**src/rtl/jsilicon_core_p.sv**
```systemverilog
// jsilicon_core_p: start-strobed ALU / shift-add multiplier whose 2*DATA_W-bit result is sent LSB byte first.
// Define JSILICON_UART_EN to build the 8N1 transmitter; without it tx is tied high and DONE follows execution.
module jsilicon_core_p #(
  parameter int DATA_W  = 8,
  parameter int CLK_DIV = 16
) (
  input  logic                clk,
  input  logic                rst_n,
  input  logic                ena,
  input  logic                start,
  input  logic [DATA_W-1:0]   a,
  input  logic [DATA_W-1:0]   b,
  input  logic [2:0]          opcode,
  output logic                busy,
  output logic                done,
  output logic [2*DATA_W-1:0] result,
  output logic                tx
);
  localparam int unsigned RW = 2 * DATA_W;
  localparam int MCW = $clog2(DATA_W) + 1;

  localparam logic [2:0] OP_ADD = 3'd0;
  localparam logic [2:0] OP_SUB = 3'd1;
  localparam logic [2:0] OP_MUL = 3'd2;
  localparam logic [2:0] OP_AND = 3'd3;
  localparam logic [2:0] OP_OR  = 3'd4;
  localparam logic [2:0] OP_XOR = 3'd5;
  localparam logic [2:0] OP_SHL = 3'd6;
  localparam logic [2:0] OP_CMP = 3'd7;

  typedef enum logic [2:0] {
    S_IDLE = 3'd0,
    S_EXEC = 3'd1,
    S_MUL  = 3'd2,
`ifdef JSILICON_UART_EN
    S_TX   = 3'd3,
`endif
    S_DONE = 3'd4
  } state_t;

  state_t              state_q, state_d;
  logic [DATA_W-1:0]   a_q, a_d, b_q, b_d;
  logic [2:0]          op_q, op_d;
  logic [RW-1:0]       result_q, result_d;
  logic                busy_q, busy_d, done_q, done_d;
  logic [RW-1:0]       acc_q, acc_d, mcand_q, mcand_d;
  logic [DATA_W-1:0]   mplier_q, mplier_d;
  logic [MCW-1:0]      mcnt_q, mcnt_d;

  logic [RW-1:0]       exec_res, mul_sum, fin_res, a_ext, b_ext;
  logic [31:0]         shamt;
  logic                fin;

`ifdef JSILICON_UART_EN
  localparam int RES_BYTES = (2 * DATA_W + 7) / 8;
  localparam int PW        = RES_BYTES * 8;
  localparam int DVW       = $clog2(CLK_DIV);
  localparam int BYW       = $clog2(RES_BYTES) + 1;

  logic                tx_q, tx_d;
  logic [DVW-1:0]      div_q, div_d;
  logic [3:0]          bit_q, bit_d;
  logic [BYW-1:0]      byte_q, byte_d;
  logic [7:0]          sh_q, sh_d;

  // Top byte is zero-padded when the result width is not a whole number of bytes.
  function automatic logic [7:0] byte_of(input logic [RW-1:0] v, input int unsigned k);
    logic [PW-1:0] p;
    p = PW'(v);
    return p[8*k +: 8];
  endfunction
`endif

  always_comb begin
    a_ext    = RW'(a_q);
    b_ext    = RW'(b_q);
    shamt    = 32'(b_q) % RW;
    exec_res = '0;
    case (op_q)
      OP_ADD:  exec_res = a_ext + b_ext;
      OP_SUB:  exec_res = a_ext - b_ext;
      OP_AND:  exec_res = a_ext & b_ext;
      OP_OR:   exec_res = a_ext | b_ext;
      OP_XOR:  exec_res = a_ext ^ b_ext;
      OP_SHL:  exec_res = a_ext << shamt;
      OP_CMP:  exec_res = (a_q == b_q) ? RW'(0) : ((a_q > b_q) ? RW'(1) : RW'(2));
      default: exec_res = '0;
    endcase
  end

  always_comb begin
    state_d  = state_q;
    a_d      = a_q;
    b_d      = b_q;
    op_d     = op_q;
    result_d = result_q;
    busy_d   = busy_q;
    done_d   = 1'b0;
    acc_d    = acc_q;
    mcand_d  = mcand_q;
    mplier_d = mplier_q;
    mcnt_d   = mcnt_q;
    fin      = 1'b0;
    fin_res  = exec_res;
    mul_sum  = acc_q + (mplier_q[0] ? mcand_q : '0);
`ifdef JSILICON_UART_EN
    tx_d     = tx_q;
    div_d    = div_q;
    bit_d    = bit_q;
    byte_d   = byte_q;
    sh_d     = sh_q;
`endif

    case (state_q)
      S_IDLE: begin
        if (ena && start) begin
          a_d    = a;
          b_d    = b;
          op_d   = opcode;
          busy_d = 1'b1;
          if (opcode == OP_MUL) begin
            state_d  = S_MUL;
            acc_d    = '0;
            mcand_d  = RW'(a);
            mplier_d = b;
            mcnt_d   = '0;
          end else begin
            state_d = S_EXEC;
          end
        end
      end
      S_EXEC: begin
        fin     = 1'b1;
        fin_res = exec_res;
      end
      S_MUL: begin
        acc_d    = mul_sum;
        mcand_d  = mcand_q << 1;
        mplier_d = mplier_q >> 1;
        mcnt_d   = mcnt_q + 1'b1;
        if (mcnt_q == MCW'(DATA_W - 1)) begin
          fin     = 1'b1;
          fin_res = mul_sum;
        end
      end
`ifdef JSILICON_UART_EN
      S_TX: begin
        if (div_q == DVW'(CLK_DIV - 1)) begin
          div_d = '0;
          if (bit_q == 4'd9) begin
            bit_d = '0;
            if (byte_q == BYW'(RES_BYTES - 1)) begin
              state_d = S_DONE;
              done_d  = 1'b1;
              tx_d    = 1'b1;
              byte_d  = '0;
            end else begin
              // Next frame starts immediately after the stop bit, no idle gap.
              byte_d = byte_q + 1'b1;
              tx_d   = 1'b0;
              sh_d   = byte_of(result_q, 32'(byte_q) + 32'd1);
            end
          end else begin
            bit_d = bit_q + 4'd1;
            if (bit_q == 4'd8) begin
              tx_d = 1'b1;
            end else begin
              tx_d = sh_q[0];
              sh_d = sh_q >> 1;
            end
          end
        end else begin
          div_d = div_q + 1'b1;
        end
      end
`endif
      S_DONE: begin
        busy_d  = 1'b0;
        state_d = S_IDLE;
      end
      default: state_d = S_IDLE;
    endcase

    if (fin) begin
      result_d = fin_res;
`ifdef JSILICON_UART_EN
      state_d = S_TX;
      tx_d    = 1'b0;
      div_d   = '0;
      bit_d   = '0;
      byte_d  = '0;
      sh_d    = byte_of(fin_res, 32'd0);
`else
      state_d = S_DONE;
      done_d  = 1'b1;
`endif
    end
  end

  always_ff @(posedge clk or negedge rst_n) begin
    if (!rst_n) begin
      state_q  <= S_IDLE;
      a_q      <= '0;
      b_q      <= '0;
      op_q     <= '0;
      result_q <= '0;
      busy_q   <= 1'b0;
      done_q   <= 1'b0;
      acc_q    <= '0;
      mcand_q  <= '0;
      mplier_q <= '0;
      mcnt_q   <= '0;
`ifdef JSILICON_UART_EN
      tx_q     <= 1'b1;
      div_q    <= '0;
      bit_q    <= '0;
      byte_q   <= '0;
      sh_q     <= '0;
`endif
    end else begin
      state_q  <= state_d;
      a_q      <= a_d;
      b_q      <= b_d;
      op_q     <= op_d;
      result_q <= result_d;
      busy_q   <= busy_d;
      done_q   <= done_d;
      acc_q    <= acc_d;
      mcand_q  <= mcand_d;
      mplier_q <= mplier_d;
      mcnt_q   <= mcnt_d;
`ifdef JSILICON_UART_EN
      tx_q     <= tx_d;
      div_q    <= div_d;
      bit_q    <= bit_d;
      byte_q   <= byte_d;
      sh_q     <= sh_d;
`endif
    end
  end

  assign busy   = busy_q;
  assign done   = done_q;
  assign result = result_q;
`ifdef JSILICON_UART_EN
  assign tx = tx_q;
`else
  assign tx = 1'b1;
`endif

endmodule
```
**config.mk**
```make
export PLATFORM = sky130hd
export DESIGN_NAME = jsilicon_core_p
export DESIGN_NICKNAME = d
export VERILOG_FILES = /design/src/rtl/jsilicon_core_p.sv
export SDC_FILE = /design/constraint.sdc
export NUM_CORES = 1
export LEC_CHECK = 0
export CORE_ASPECT_RATIO = 0.5
export CORE_UTILIZATION = 29
export DETAILED_ROUTE_END_ITERATION = 6
export HOLD_SLACK_MARGIN = 0.05
export PLACE_DENSITY = 0.44
export SLEW_MARGIN = 20
export SYNTH_ARGS = -nofsm -noshare
export SYNTH_HDL_FRONTEND = slang
export SYNTH_SLANG_ARGS = --single-unit
```
**constraint.sdc**
```tcl
create_clock -name clk -period 4 [get_ports clk]
set_clock_uncertainty 0.05 [all_clocks]
set_input_delay 0.6 -clock clk [delete_from_list [all_inputs] [get_ports clk]]
set_output_delay 0.6 -clock clk [all_outputs]
set_load 0.01 [all_outputs]
```
==> results.txt, run 1 <==
Outcome: finished, final reports clean
Yosys warns: 0
Worst-Margin Slew: 0.976 ns
EDFF count, synth: 0
DRT Wirelength: 19.6 mm
Fill count: 2077
Synth area leader: dfrtp_1
IO buf count: 40
Longest Clk Path Bufs: 2
CP Capture Type: flop
Crit path max fanout: 16
Post-synthesis register bit count: 84
Slew Viols, Final: 0
Crit path required time: 4.15 ns
Hold WS: 0.305 ns
Vias/cell: 5.26
Syn_nets: 759
Share of the synthesized area in the top cell type: 0.353
Routed Antenna Nets: 0
Hold Vio Cnt, Final: 0
Mean post-synth cell area: 8.64 um2
CTS Root Cell: clkbuf_16
TritonRoute pass-1 iters: 5
Part of the cycle the worst path needs: 0.746
DIE AREA: 21200 um2
Synth Cell Area: 5960 um2
Via Count: 5149
Total congestion overflow: 0
Minimum clock period: 2.99 ns
Reg clk slew, reported paths: 0.07 ns
Internal reg-to-reg setup slack: 1.01 ns
Synth area leaders: dfrtp_1 (35%), ha_1 (9.0%), nand2_1 (7.5%), o21ai_0 (4.5%), mux2i_1 (3.2%)
Leakage power: 3.01 nW
Worst-Skew Late Latency: 0.36 ns
Register area share after synthesis: 0.353
Most frequent cell after synthesis: nand2_1
Core ar.: 19800 um2
VDD IR max: 228 uV
Post-CTS Resized: 0
Detail Placement HPWL: 14.7 mm
CP Launch Type: flop
Final Setup Violations: 0
Number of cell rows: 36
Layout cells sized above 1: 0.0688
Number of buffers added for setup after CTS: 0
Total negative setup slack: 0 ns
Worst setup path class: flop to flop
Max cap viols: 0
Die Y: 103 um
Post-CTS Hold Fix Bufs: 0
WL/cell: 20.0 um
# IOs: 42
Number of global-route vias before repair: 5045
Number of remaining DRC errors: 0
H-tree depth: 3
P per Cell Area: 671 nW/um2
First-pass GRT wire length: 30.7 mm
CTS tree: yes
RSZ-0062 raised after global routing: no
Hold crit path type: primary input to async pin
GRT Overall Usage: 0.195
Iteration-0 DRC Markers: 391
Fraction of registers with async set/reset: 1.00
Fmax achieved: 335 MHz
GP Congestion: 0.880
Initial Util: 0.302
Total CTS buffers: 9
Antenna violations before repair: 0
Post-Synthesis Cells: 690
Rel. slew slack: 0.349
Die extent in x: 205 um
# diodes: 0
CTS sink cnt: 84
Syn-to-layout area delta: 14.8%
Most used DFF post-synth: dfrtp_1
Largest net degree at the start of global routing: 65
CP arrival: 3.13 ns
NumNets Final: 776
Synth cell count leaders: nand2_1 (119), dfrtp_1 (84), o21ai_0 (54), ha_1 (43), a21oi_1 (37)
Synth unique cells: 73
final cells by class:
class                      instances  area (um2)  area share
timing repair buffer              48         458      0.0669
clock inverter                     6        48.8     0.00713
inverter                          36         135      0.0198
multi-input combinational        528        3540       0.517
clock buffer                      10         229      0.0335
tap                              266         333      0.0486
sequential                        84        2100       0.307
state kept, by name (all words and copies together), names as in the netlist:
| signal | flops |
|---|---|
| result | 16 |
| acc_q | 16 |
| mplier_q | 8 |
| done | 1 |
| state_q | 3 |
| busy | 1 |
| mcnt_q | 4 |
| op_q | 3 |
| a_q | 8 |
| mcand_q | 16 |
| b_q | 8 |
placed cells by master (no fill, tap or decap), drive strengths merged, types with 16 or more instances in the layout:
cell type	synthesis	final
nand2	119	119
dfrtp	84	84
o21ai	65	65
ha	43	43
clkdlybuf4s50	0	39
a21oi	38	38
inv	34	35
nor2	35	35
mux2i	19	19
a22oi	18	18
and2	16	16
stage by stage:
step	std cells	util	power (mW)	setup slack, ns	area, um2
finish	978	0.346	4.59	1.01	6840
CTS	978	0.346	4.62	1.04	6840
detailed placement	962	0.332	3.78	1.07	6560
global placement	962	0.332	3.79	1.16	6560
global route	978	0.346	4.97	0.736	6840
floorplan	690	-	2.97	1.57	5960
path summary, 6_finish.rpt:
kind	startpoint	endpoint	cells after the start
min	rst_n	mplier_q[3]	1
max in group asynchronous	rst_n	acc_q[10]	2
min reg2reg	mplier_q[2]	mplier_q[2]	2
max reg2reg	b_q[2]	result[8]	8
min in group clk	mplier_q[2]	mplier_q[2]	2
max	b_q[2]	result[8]	8
critical path, stage by stage, from the launching register on:
cell,delay (ns)
dfrtp_1,0.69
clkinv_1,0.39
ha_1,0.50
o21bai_1,0.19
a21oi_1,0.13
o211ai_1,0.37
nor2_2,0.14
a221oi_1,0.24
o211ai_1,0.13
power by group:
group	internal (mW)	switching, mW	total, mW
logic	0.938	1.30	2.24
clock network	0.427	0.384	0.811
registers	1.17	0.373	1.54
total	2.54	2.05	4.59
per-layer routing:
metal  vias up  GRT usage  part of all wire
li1       2489          -                 -
met1      2539      0.289              0.53
met2       101      0.289              0.42
met3        20     0.0382             0.037
met4         0     0.0476             0.014
met5         -          0                 0
cells by family after synthesis:
family,Yosys count,share of synthesized area
and+or+nand+nor,227,0.179
AOI/OAI and AO/OA,209,0.236
DFF,84,0.353
buffers and inverters,78,0.0558
adders and majority gates,46,0.100
muxes,24,0.0451
xor gates and xnor gates,21,0.0309
other,1,0.000629
(Power assumes the default switching activity.)
==> run 2: changes to the inputs <==
clock period = 2.9 ns   (was 4 ns; I/O delays follow)
==> results.txt, run 2 (synthesis results as in run 1) <==
Die Y: 103 um
Vias/cell: 5.23
Crit-path max cell delay: 0.52 ns
Number of global-route vias before repair: 5018
Most common cell on crit path: a21o_1
P per Cell Area: 933 nW/um2
First-pass GRT wire length: 30.4 mm
Detail Placement HPWL: 15.0 mm
DRT Wirelength: 19.6 mm
Fmax achieved: 368 MHz
Iteration-0 DRC Markers: 406
TritonRoute pass-1 iters: 4
WP buf/inv: 0
Total CTS buffers: 9
Slew Viols, Final: 0
R2R Path Start: mcand_q[0]
IO buf count: 40
Hold crit path type: primary input to async pin
Leakage power: 3.10 nW
Part of the cycle the worst path needs: 0.938
Max cap viols: 0
Crit path required time: 3.04 ns
Rel. slew slack: 0.466
CP Capture Type: flop
Layout cells sized above 1: 0.0907
Worst-Margin Slew: 0.801 ns
Die extent in x: 205 um
Number of buffers added for setup after CTS: 0
Commonest cells after routing, fill and taps aside: nand2_1 (119), dfrtp_1 (84), o21ai_0 (54)
H-tree depth: 3
Total congestion overflow: 0
Via Count: 5197
Hold Vio Cnt, Final: 0
Crit path max fanout: 3
Longest Clk Path Bufs: 2
CP Launch Type: flop
NumNets Final: 792
Crit path max-delay family: compound AO/OA/AOI/OAI gates
Setup crit start: mcand_q[0]
CTS tree: yes
DIE AREA: 21200 um2
WL/cell: 19.7 um
Initial Util: 0.302
# IOs: 42
WP depth: 9
GP Congestion: 0.922
Power after layout: 6.52 mW
Largest net degree at the start of global routing: 43
RSZ-0062 raised after global routing: no
Worst R2R Path Depth: 9
Internal reg-to-reg setup slack: 0.18 ns
Antenna violations before repair: 0
Core ar.: 19800 um2
GRT Overall Usage: 0.193
Number of cell rows: 36
CP arrival: 2.86 ns
Final Setup Violations: 0
Worst-Skew Late Latency: 0.35 ns
Routed Antenna Nets: 0
Commonest non-fill, non-tap cell in the layout: nand2_1
Slowest-stage cell, CP: xnor2_1
Reg clk slew, reported paths: 0.07 ns
# diodes: 0
Worst setup path class: flop to flop
CTS Root Cell: clkbuf_16
CTS sink cnt: 84
Syn-to-layout area delta: 17.2%
Number of remaining DRC errors: 0
FF-to-FF End: acc_q[6]
VDD IR max: 371 uV
Total negative setup slack: 0 ns
Post-CTS Resized: 0
Outcome: finished, final reports clean
Minimum clock period: 2.72 ns
Setup crit end: acc_q[6]
CP Cell Sequence: and2_1 -> ha_1 -> fa_1 -> a21o_1 -> a21oi_2 -> o21bai_1 -> a21o_1 -> xnor2_1 -> o22ai_1
Post-CTS Hold Fix Bufs: 0
==> run 2: cell count changes in the layout (fill, tap and decap cells not counted), sizes merged <==
| cell | before | now |
|---|---|---|
| clkinv | 7 | 3 |
| buf | 9 | 25 |
| inv | 35 | 39 |
==> run 2: worst min-delay path by stage <==
stage | slack, ns | depth (start not counted) | from | endpoint
finish | 0.04 | 1 | rst_n | mplier_q[4]
global route | 0.07 | 1 | rst_n | mplier_q[2]
CTS | 0.05 | 1 | rst_n | mcnt_q[0]
detailed placement | 0.42 | 2 | mplier_q[1] | mplier_q[1]
global placement | 0.41 | 2 | mplier_q[4] | mplier_q[4]
floorplan | 0.09 | 0 | rst_n | a_q[0]
==> run 2: area by class of cell <==
| cell class | instances | area, um2 |
|---|---|---|
| Clock buffer | 10 | 239 |
| Clock inverter | 6 | 52.6 |
| Fill cell | 2024 | 12800 |
| Inverter | 36 | 135 |
| Multi-Input combinational cell | 528 | 3540 |
| Sequential cell | 84 | 2100 |
| Tap cell | 266 | 333 |
| Timing Repair Buffer | 64 | 591 |
==> run 2: per-stage QoR <==
stage	setup slack, ns	instance area (um2)	utilization	hold slack, ns	cells
finish	0.180	6990	0.353	0.0382	994
global route	0.00183	6990	0.353	0.0743	994
CTS	0.172	6990	0.353	0.0517	994
detailed placement	0.206	6700	0.339	0.418	978
global placement	0.238	6700	0.339	0.410	978
floorplan	0.466	5960	-	0.0894	690
==> run 2: layer usage <==
layer,global-route usage,vias to the layer above,part of all wire
li1,-,2515,-
met1,0.288,2536,0.53
met2,0.284,128,0.41
met3,0.0348,18,0.050
met4,0.0471,0,0.014
met5,0,-,0
==> run 2: power breakdown <==
group / total, mW / switching, mW / internal (mW)
logic: 3.33 / 1.96 / 1.37
registers: 2.03 / 0.413 / 1.62
clock network: 1.16 / 0.538 / 0.622
